===== src/rtl/main_fpc_pkg.sv =====
// FloPoCo exception-field encoding shared by the stream ingress and egress.
// The 2-bit field sits above a 32-bit word: {exc, sign, exp, mant}.
package main_fpc_pkg;

    localparam logic [1:0] FPC_ZERO   = 2'b00;
    localparam logic [1:0] FPC_NORMAL = 2'b01;
    localparam logic [1:0] FPC_INF    = 2'b10;
    localparam logic [1:0] FPC_NAN    = 2'b11;

    localparam logic [31:0] IEEE_QNAN = 32'h7FC0_0000;
    localparam logic [7:0]  EXP_ALL1  = 8'hFF;

endpackage


===== src/rtl/main_fpc2ieee.sv =====
// FloPoCo {exc, word} to IEEE-754 single, purely combinational.
// NaNs collapse to the canonical quiet NaN; zero and infinity keep the sign.
module main_fpc2ieee
    import main_fpc_pkg::*;
(
    input  logic [1:0]  exc_i,
    input  logic [31:0] word_i,
    output logic [31:0] ieee_o
);

    always_comb begin
        ieee_o = word_i;
        unique case (exc_i)
            FPC_ZERO:   ieee_o = {word_i[31], 31'b0};
            FPC_NORMAL: ieee_o = word_i;
            FPC_INF:    ieee_o = {word_i[31], EXP_ALL1, 23'b0};
            FPC_NAN:    ieee_o = IEEE_QNAN;
        endcase
    end

endmodule


===== src/rtl/main_stream_egress.sv =====
// Kernel result egress: FloPoCo decode, small FIFO, valid/ready to the host,
// plus saturating infinity/NaN counters for debug readback.
module main_stream_egress
    import main_fpc_pkg::*;
#(
    parameter int STREAMW = 32,
    parameter int DEPTH   = 4,
    parameter int CNTW    = 16
) (
    input  logic                     clk,
    input  logic                     rst,
    input  logic                     ivalid,
    output logic                     iready,
    input  logic [STREAMW+1:0]       fpc_in,
    output logic                     ovalid,
    input  logic                     oready,
    output logic [STREAMW-1:0]       data_out,
    output logic [$clog2(DEPTH):0]   level,
    input  logic                     clr_cnt,
    output logic [CNTW-1:0]          inf_cnt,
    output logic [CNTW-1:0]          nan_cnt
);

    localparam int AW = $clog2(DEPTH);

    localparam logic [AW:0]     LVL_ONE  = (AW+1)'(1);
    localparam logic [AW:0]     LVL_FULL = (AW+1)'(DEPTH);
    localparam logic [AW-1:0]   PTR_ONE  = AW'(1);
    localparam logic [CNTW-1:0] CNT_ONE  = CNTW'(1);
    localparam logic [CNTW-1:0] CNT_MAX  = '1;

    logic [STREAMW-1:0] mem_q [DEPTH];
    logic [AW-1:0]      wr_ptr_q, wr_ptr_d;
    logic [AW-1:0]      rd_ptr_q, rd_ptr_d;
    logic [AW:0]        level_q, level_d;
    logic [CNTW-1:0]    inf_cnt_q, inf_cnt_d;
    logic [CNTW-1:0]    nan_cnt_q, nan_cnt_d;

    logic [1:0]         exc;
    logic [31:0]        ieee_word;
    logic               push, pop;

    assign exc = fpc_in[STREAMW+1:STREAMW];

    main_fpc2ieee u_fpc2ieee (
        .exc_i  (exc),
        .word_i (fpc_in[31:0]),
        .ieee_o (ieee_word)
    );

    // Handshakes depend on registered occupancy only.
    assign iready = (level_q != LVL_FULL);
    assign ovalid = (level_q != '0);
    assign push   = ivalid && iready;
    assign pop    = ovalid && oready;

    always_comb begin
        wr_ptr_d = wr_ptr_q;
        rd_ptr_d = rd_ptr_q;
        level_d  = level_q;
        if (push) wr_ptr_d = wr_ptr_q + PTR_ONE;
        if (pop)  rd_ptr_d = rd_ptr_q + PTR_ONE;
        unique case ({push, pop})
            2'b10:   level_d = level_q + LVL_ONE;
            2'b01:   level_d = level_q - LVL_ONE;
            default: level_d = level_q;
        endcase
    end

    always_comb begin
        inf_cnt_d = inf_cnt_q;
        nan_cnt_d = nan_cnt_q;
        if (clr_cnt) begin
            inf_cnt_d = '0;
            nan_cnt_d = '0;
        end else if (push) begin
            if (exc == FPC_INF && inf_cnt_q != CNT_MAX)
                inf_cnt_d = inf_cnt_q + CNT_ONE;
            if (exc == FPC_NAN && nan_cnt_q != CNT_MAX)
                nan_cnt_d = nan_cnt_q + CNT_ONE;
        end
    end

    always_ff @(posedge clk or negedge rst) begin
        if (!rst) begin
            wr_ptr_q  <= '0;
            rd_ptr_q  <= '0;
            level_q   <= '0;
            inf_cnt_q <= '0;
            nan_cnt_q <= '0;
        end else begin
            wr_ptr_q  <= wr_ptr_d;
            rd_ptr_q  <= rd_ptr_d;
            level_q   <= level_d;
            inf_cnt_q <= inf_cnt_d;
            nan_cnt_q <= nan_cnt_d;
        end
    end

    // Storage needs no reset: entries are only visible while counted in level.
    always_ff @(posedge clk) begin
        if (push) mem_q[wr_ptr_q] <= ieee_word;
    end

    assign data_out = ovalid ? mem_q[rd_ptr_q] : '0;
    assign level    = level_q;
    assign inf_cnt  = inf_cnt_q;
    assign nan_cnt  = nan_cnt_q;

endmodule


===== config.mk =====
export PLATFORM = sky130hd
export DESIGN_NAME = main_stream_egress
export DESIGN_NICKNAME = d
export VERILOG_FILES = /design/src/rtl/main_fpc_pkg.sv /design/src/rtl/main_fpc2ieee.sv /design/src/rtl/main_stream_egress.sv
export SDC_FILE = /design/constraint.sdc
export NUM_CORES = 1
export LEC_CHECK = 0
export CORE_ASPECT_RATIO = 1.2
export CORE_MARGIN = 2
export CORE_UTILIZATION = 33
export DETAILED_ROUTE_END_ITERATION = 8
export SLEW_MARGIN = 10
export SYNTH_ARGS = -nofsm -noshare
export SYNTH_HDL_FRONTEND = slang
export SYNTH_SLANG_ARGS = --single-unit

===== constraint.sdc =====
create_clock -name clk -period 3.7 [get_ports clk]
set_input_delay 0.555 -clock clk [delete_from_list [all_inputs] [get_ports clk]]
set_output_delay 0.555 -clock clk [all_outputs]
set_load 0.03 [all_outputs]

==> results.toml, run 1 <==
[finish]
syn_to_final_growth_pct = 27.0
final_nets = 635
num_antenna_cells = 0
post_layout_nonfiller_instances = 875
drive_gt1_frac = 0.156

[route]
num_vias = 4522
drcViolationCount = 0
wire_per_inst_um = 18.8
drtIter0Drc = 202
viasPerCell = 5.17
drt-pass1-iter-count = 4
drt_wl_total_um = 16400
antenna_left = 0

[floorplanning]
die_x_um = 140
start_util = 0.337
rows = 59
coreArea_um2 = 21700
dieHeight_um = 167
die_area_um2 = 23300
io_pins = 108

[clock_tree]
clock-sinks = 167
root_buffer = "clkbuf_16"
clock_path_buffers = 2
cts_tree = "yes"
h-tree-depth = 4
clkTransAtPathRegs_ps = 70
holdBufCountCts = 0
post-cts-setup-buffer-count = 0
cts_made_buffers = 17
cts_resized = 0
clk_latency_ps = 420

[pwr]
vdd_drop_max_v = 0.000540
power_frac_seq = 0.383
p_clk_frac = 0.256
pwr_density_cell_nw_per_um2 = 729
intPower_uw = 4430
total_power_uw = 6770
power_leakage_uw = 0.00319
sw_frac_of_total = 0.346
p_sw_uw = 2340
combPwrFrac = 0.361

[placed_design]
place_ws_ps = 897
place.gp.congestion = 0.823
port_buffers = 107
placed_cells = 843
post-dp-hpwl_um = 10300

[setup_path]
r2r_setup_slack_ps = 1280
setup.worst_path.end_class = "output pin"
critPathKind = "flip-flop to output pin"
worst_setup_path_start_kind = "flip-flop"
critPathMaxFanout = 24
required_ps = 3140
reg2reg_to = "level[2]$_DFFE_PN0P_"
r2r_start = "level[1]$_DFFE_PN0P_"
crit_start = "rd_ptr_q[0]$_DFFE_PN0P_"
crit_end = "data_out[1]"
ff2ff_path_depth = 9
arrival_ps = 2610

[synth]
synth_edf_count = 128
avgSynthCellArea_um2 = 15.3
synth.most_common_cell = "edfxtp_1"
yosysUniqueCellTypes = 45
ys_ff_latch = 167
synth_top_area_share = 0.526
synth_cells = 476
synth_common_cells = "edfxtp_1, and2_1, dfrtp_1"
yosysWarnings = 0
syn_nets = 523
async_flop_share = 0.234
yosys_most_used_dff = "edfxtp_1"
netlist_area_um2 = 7300
ys_seq_area_frac = 0.660
yosys.area.top_type = "edfxtp_1"
synth_area_leaders = "edfxtp_1, dfrtp_1, mux4_2"

[global_routing]
antenna_found_initial = 1
grt_start_max_net_pins = 40
grt_usage = 0.145
overflow = 0
grt_pass1_vias = 4741
grt_pass1_wl_um = 26200

[sta]
fin_crit_sh = 0.854
hold_viol_final = 0
setup_tns_ps = 0
max_slew_margin = 0.261
drv_slew = 0
fmax_ghz = 0.316
worst_hold_slack_ps = 521
fin_crit_ps = 3160
rsz0062_at_grt = "false"
timing.final.ws_setup_ps = 540
setup_violations = 0
fin_skew_ps = 7.34
worst_slew_pin_slew_ps = 1100

[flow_run]
maxCapViolations = 0

[worst_hold_path]
hp-class = "flip-flop to flip-flop"

[status]
status = "finished, final reports clean"
-- layout make-up --
class                      count  area, µm²
multi-input combinational    277       2350
clock inverter                15        156
fill                        2000      12400
inverter                      10       37.5
clock buffer                  17        425
sequential                   167       4820
tap                          274        343
timing repair buffer         115       1140
-- sequential cells by signal, summed over array words and instances (netlist names) --
name / cells
inf_cnt: 16
level: 3
mem_q: 128
nan_cnt: 16
rd_ptr_q: 2
wr_ptr_q: 2
-- per-layer routing --
metal / vias up / track usage / wire length [µm] / part of all wire
li1: 2097 / - / - / -
met1: 2282 / 0.169 / 6640 / 0.40
met2: 126 / 0.261 / 8740 / 0.53
met3: 17 / 0.0371 / 847 / 0.052
met4: 0 / 0.0443 / 201 / 0.012
met5: - / 0 / 0 / 0
-- logic make-up after synthesis --
| family | synth area share |
|---|---|
| DFF | 0.660 |
| adders and majority gates | 0.0147 |
| muxes | 0.109 |
| buffers and inverters | 0.0194 |
| xor gates and xnor gates | 0.00720 |
| and+or+nand+nor | 0.133 |
| AOI/OAI and AO/OA | 0.0569 |
-- worst min-delay path by stage --
stage                     cells past startpoint  slack [ps]                  from                endpoint
after CTS                                     1         520  level[2]$_DFFE_PN0P_    level[2]$_DFFE_PN0P_
final                                         1         520  level[2]$_DFFE_PN0P_    level[2]$_DFFE_PN0P_
after global placement                        1         500  level[2]$_DFFE_PN0P_    level[2]$_DFFE_PN0P_
after global routing                          1         540  level[2]$_DFFE_PN0P_    level[2]$_DFFE_PN0P_
after detailed placement                      1         510  level[2]$_DFFE_PN0P_    level[2]$_DFFE_PN0P_
after floorplan                               0         260                   rst  inf_cnt[0]$_DFFE_PN0P_
-- power groups by stage --
stage          Sequential [µW]  Clock, µW  Combinational [µW]
3_5_place_dp              2640          0                2510
3_3_place_gp              2620          0                2480
2_1_floorplan             2520          0                1630
5_1_grt                   2630       1850                2620
6_report                  2590       1730                2450
4_1_cts                   2600       1770                2510
-- worst max-delay path: stages, from the launching register on --
cell,delay [ps]
dfrtp_2,590
buf_12,280
mux4_2,520
and2_1,180
clkdlybuf4s50_1,600
-- cells in the final DEF, fill, tap and decap left out, types with 8 or more instances in the layout --
cell,Yosys,layout
nor2_1,9,9
mux4_2,32,32
a21oi_1,25,25
edfxtp_1,128,128
nand4_1,12,12
dfrtp_1,39,37
or4_1,15,15
a21o_1,8,8
o21ai_0,10,10
and2_1,56,56
nand3_1,9,9
inv_1,10,10
clkdlybuf4s50_1,0,107
nand2_1,14,14
o31ai_1,14,14
clkbuf_16,0,17
-- through the flow --
| step | util | area [µm²] |
|---|---|---|
| 5_1_grt | 0.428 | 9280 |
| 6_report | 0.428 | 9280 |
| 3_3_place_gp | 0.401 | 8700 |
| 4_1_cts | 0.428 | 9280 |
| 3_5_place_dp | 0.401 | 8700 |
| 2_1_floorplan | - | 7300 |
Power figures use the tool's default switching activity.
==> run 2: changes to the inputs <==
Settings changed: CAP_MARGIN set to 20.
==> results.toml, run 2 (synthesized netlist as in run 1, its figures left out) <==
[setup_path]
worst_setup_path_start_kind = "flip-flop"
ff2ff_path_depth = 9
critPathMaxFanout = 24
required_ps = 3140
r2r_start = "level[1]$_DFFE_PN0P_"
critPathKind = "flip-flop to output pin"
setup.worst_path.end_class = "output pin"
reg2reg_to = "level[2]$_DFFE_PN0P_"
r2r_setup_slack_ps = 1300
arrival_ps = 2600

[clock_tree]
h-tree-depth = 4
clock_path_buffers = 2
root_buffer = "clkbuf_16"
clock-sinks = 167
cts_resized = 0
holdBufCountCts = 0
cts_tree = "yes"
clkTransAtPathRegs_ps = 70
clk_latency_ps = 420
cts_made_buffers = 17
post-cts-setup-buffer-count = 0

[finish]
syn_to_final_growth_pct = 27.1
final_common_cell = "edfxtp_1"
num_antenna_cells = 0
final_cell_mix = "edfxtp_1, clkdlybuf4s50_1, and2_1"
final_nets = 636
drive_gt1_frac = 0.158
largest_reg_flops = 128
regMostFlops = "mem_q"
fin_util = 0.428

[sta]
setup_violations = 0
hold_viol_final = 0
fin_crit_ps = 3160
fin_skew_ps = 7.08
fin_crit_sh = 0.853
rsz0062_at_grt = "false"
worst_slew_pin_slew_ps = 949
setup_tns_ps = 0
fmax_ghz = 0.317
max_slew_margin = 0.367
drv_slew = 0

[placed_design]
port_buffers = 107
place.gp.congestion = 0.823
post-dp-hpwl_um = 10300

[route]
drtIter0Drc = 193
antenna_left = 0
num_vias = 4538
drt_wl_total_um = 16500
viasPerCell = 5.18
drt-pass1-iter-count = 4
drcViolationCount = 0
wire_per_inst_um = 18.8

[floorplanning]
die_area_um2 = 23300
coreArea_um2 = 21700
io_pins = 108
rows = 59
dieHeight_um = 167
die_x_um = 140
start_util = 0.337

[worst_hold_path]
hold_depth = 1
min_to = "level[2]$_DFFE_PN0P_"
min_from = "level[2]$_DFFE_PN0P_"
hp-class = "flip-flop to flip-flop"

[global_routing]
grt_start_max_net_pins = 40
grt_pass1_wl_um = 26200
grt_pass1_vias = 4741
grt_usage = 0.145
overflow = 0
antenna_found_initial = 1

[pwr]
intPower_uw = 4430
power_frac_seq = 0.383
sw_frac_of_total = 0.345
pwr_density_cell_nw_per_um2 = 728
combPwrFrac = 0.361
p_clk_frac = 0.256
p_sw_uw = 2330
vdd_drop_max_v = 0.000540
total_power_uw = 6760
power_leakage_uw = 0.00320

[flow_run]
maxCapViolations = 0

[status]
status = "finished, final reports clean"
-- run 2: cell types whose count changed in the layout (fill, tap and decap cells not counted) --
cell      before  now
clkbuf_2       0    1
-- run 2: worst max path at each step --
stage	end	slack [ps]	cells past startpoint	from
3_3_place_gp	data_out[10]	940	4	rd_ptr_q[0]$_DFFE_PN0P_
2_1_floorplan	mem_q[0][0]$_DFFE_PP_	1360	4	level[2]$_DFFE_PN0P_
6_report	data_out[1]	540	4	rd_ptr_q[0]$_DFFE_PN0P_
3_5_place_dp	nan_cnt[15]$_DFFE_PN0P_	900	6	fpc_in[32]
4_1_cts	data_out[1]	470	4	rd_ptr_q[0]$_DFFE_PN0P_
5_1_grt	data_out[10]	380	4	rd_ptr_q[0]$_DFFE_PN0P_
-- run 2: layout make-up --
type / instances / area, µm²
Timing Repair Buffer: 116 / 1150
Inverter: 10 / 37.5
Clock buffer: 17 / 425
Multi-Input combinational cell: 277 / 2350
Tap cell: 274 / 343
Clock inverter: 15 / 156
Fill cell: 2003 / 12400
Sequential cell: 167 / 4820
-- run 2: critical path, cell delays in order (launching register included) --
cell	delay, ps
dfrtp_2	590
buf_12	280
mux4_2	520
and2_1	180
clkdlybuf4s50_1	600
-- run 2: power groups by stage --
stage | sequential (µW) | combinational [µW] | clock (µW)
finish | 2590 | 2440 | 1730
global route | 2630 | 2620 | 1850
floorplan | 2520 | 1630 | 0
detailed placement | 2640 | 2510 | 0
CTS | 2600 | 2510 | 1770
global placement | 2620 | 2480 | 0
-- run 2: metal layers --
layer,vias up,part of all wire,GRT usage
met3,16,0.048,0.0371
met2,123,0.53,0.261
met4,0,0.012,0.0443
met5,-,0,0
met1,2301,0.41,0.169
li1,2098,-,-
-- run 2: stage by stage --
stage / area [µm²] / instances / setup slack, ps / hold WS, ps
finish: 9280 / 876 / 544 / 523
detailed placement: 8700 / 843 / 897 / 509
floorplan: 7300 / 476 / 1360 / 259
global route: 9280 / 876 / 378 / 544
CTS: 9280 / 875 / 472 / 522
global placement: 8700 / 843 / 939 / 500
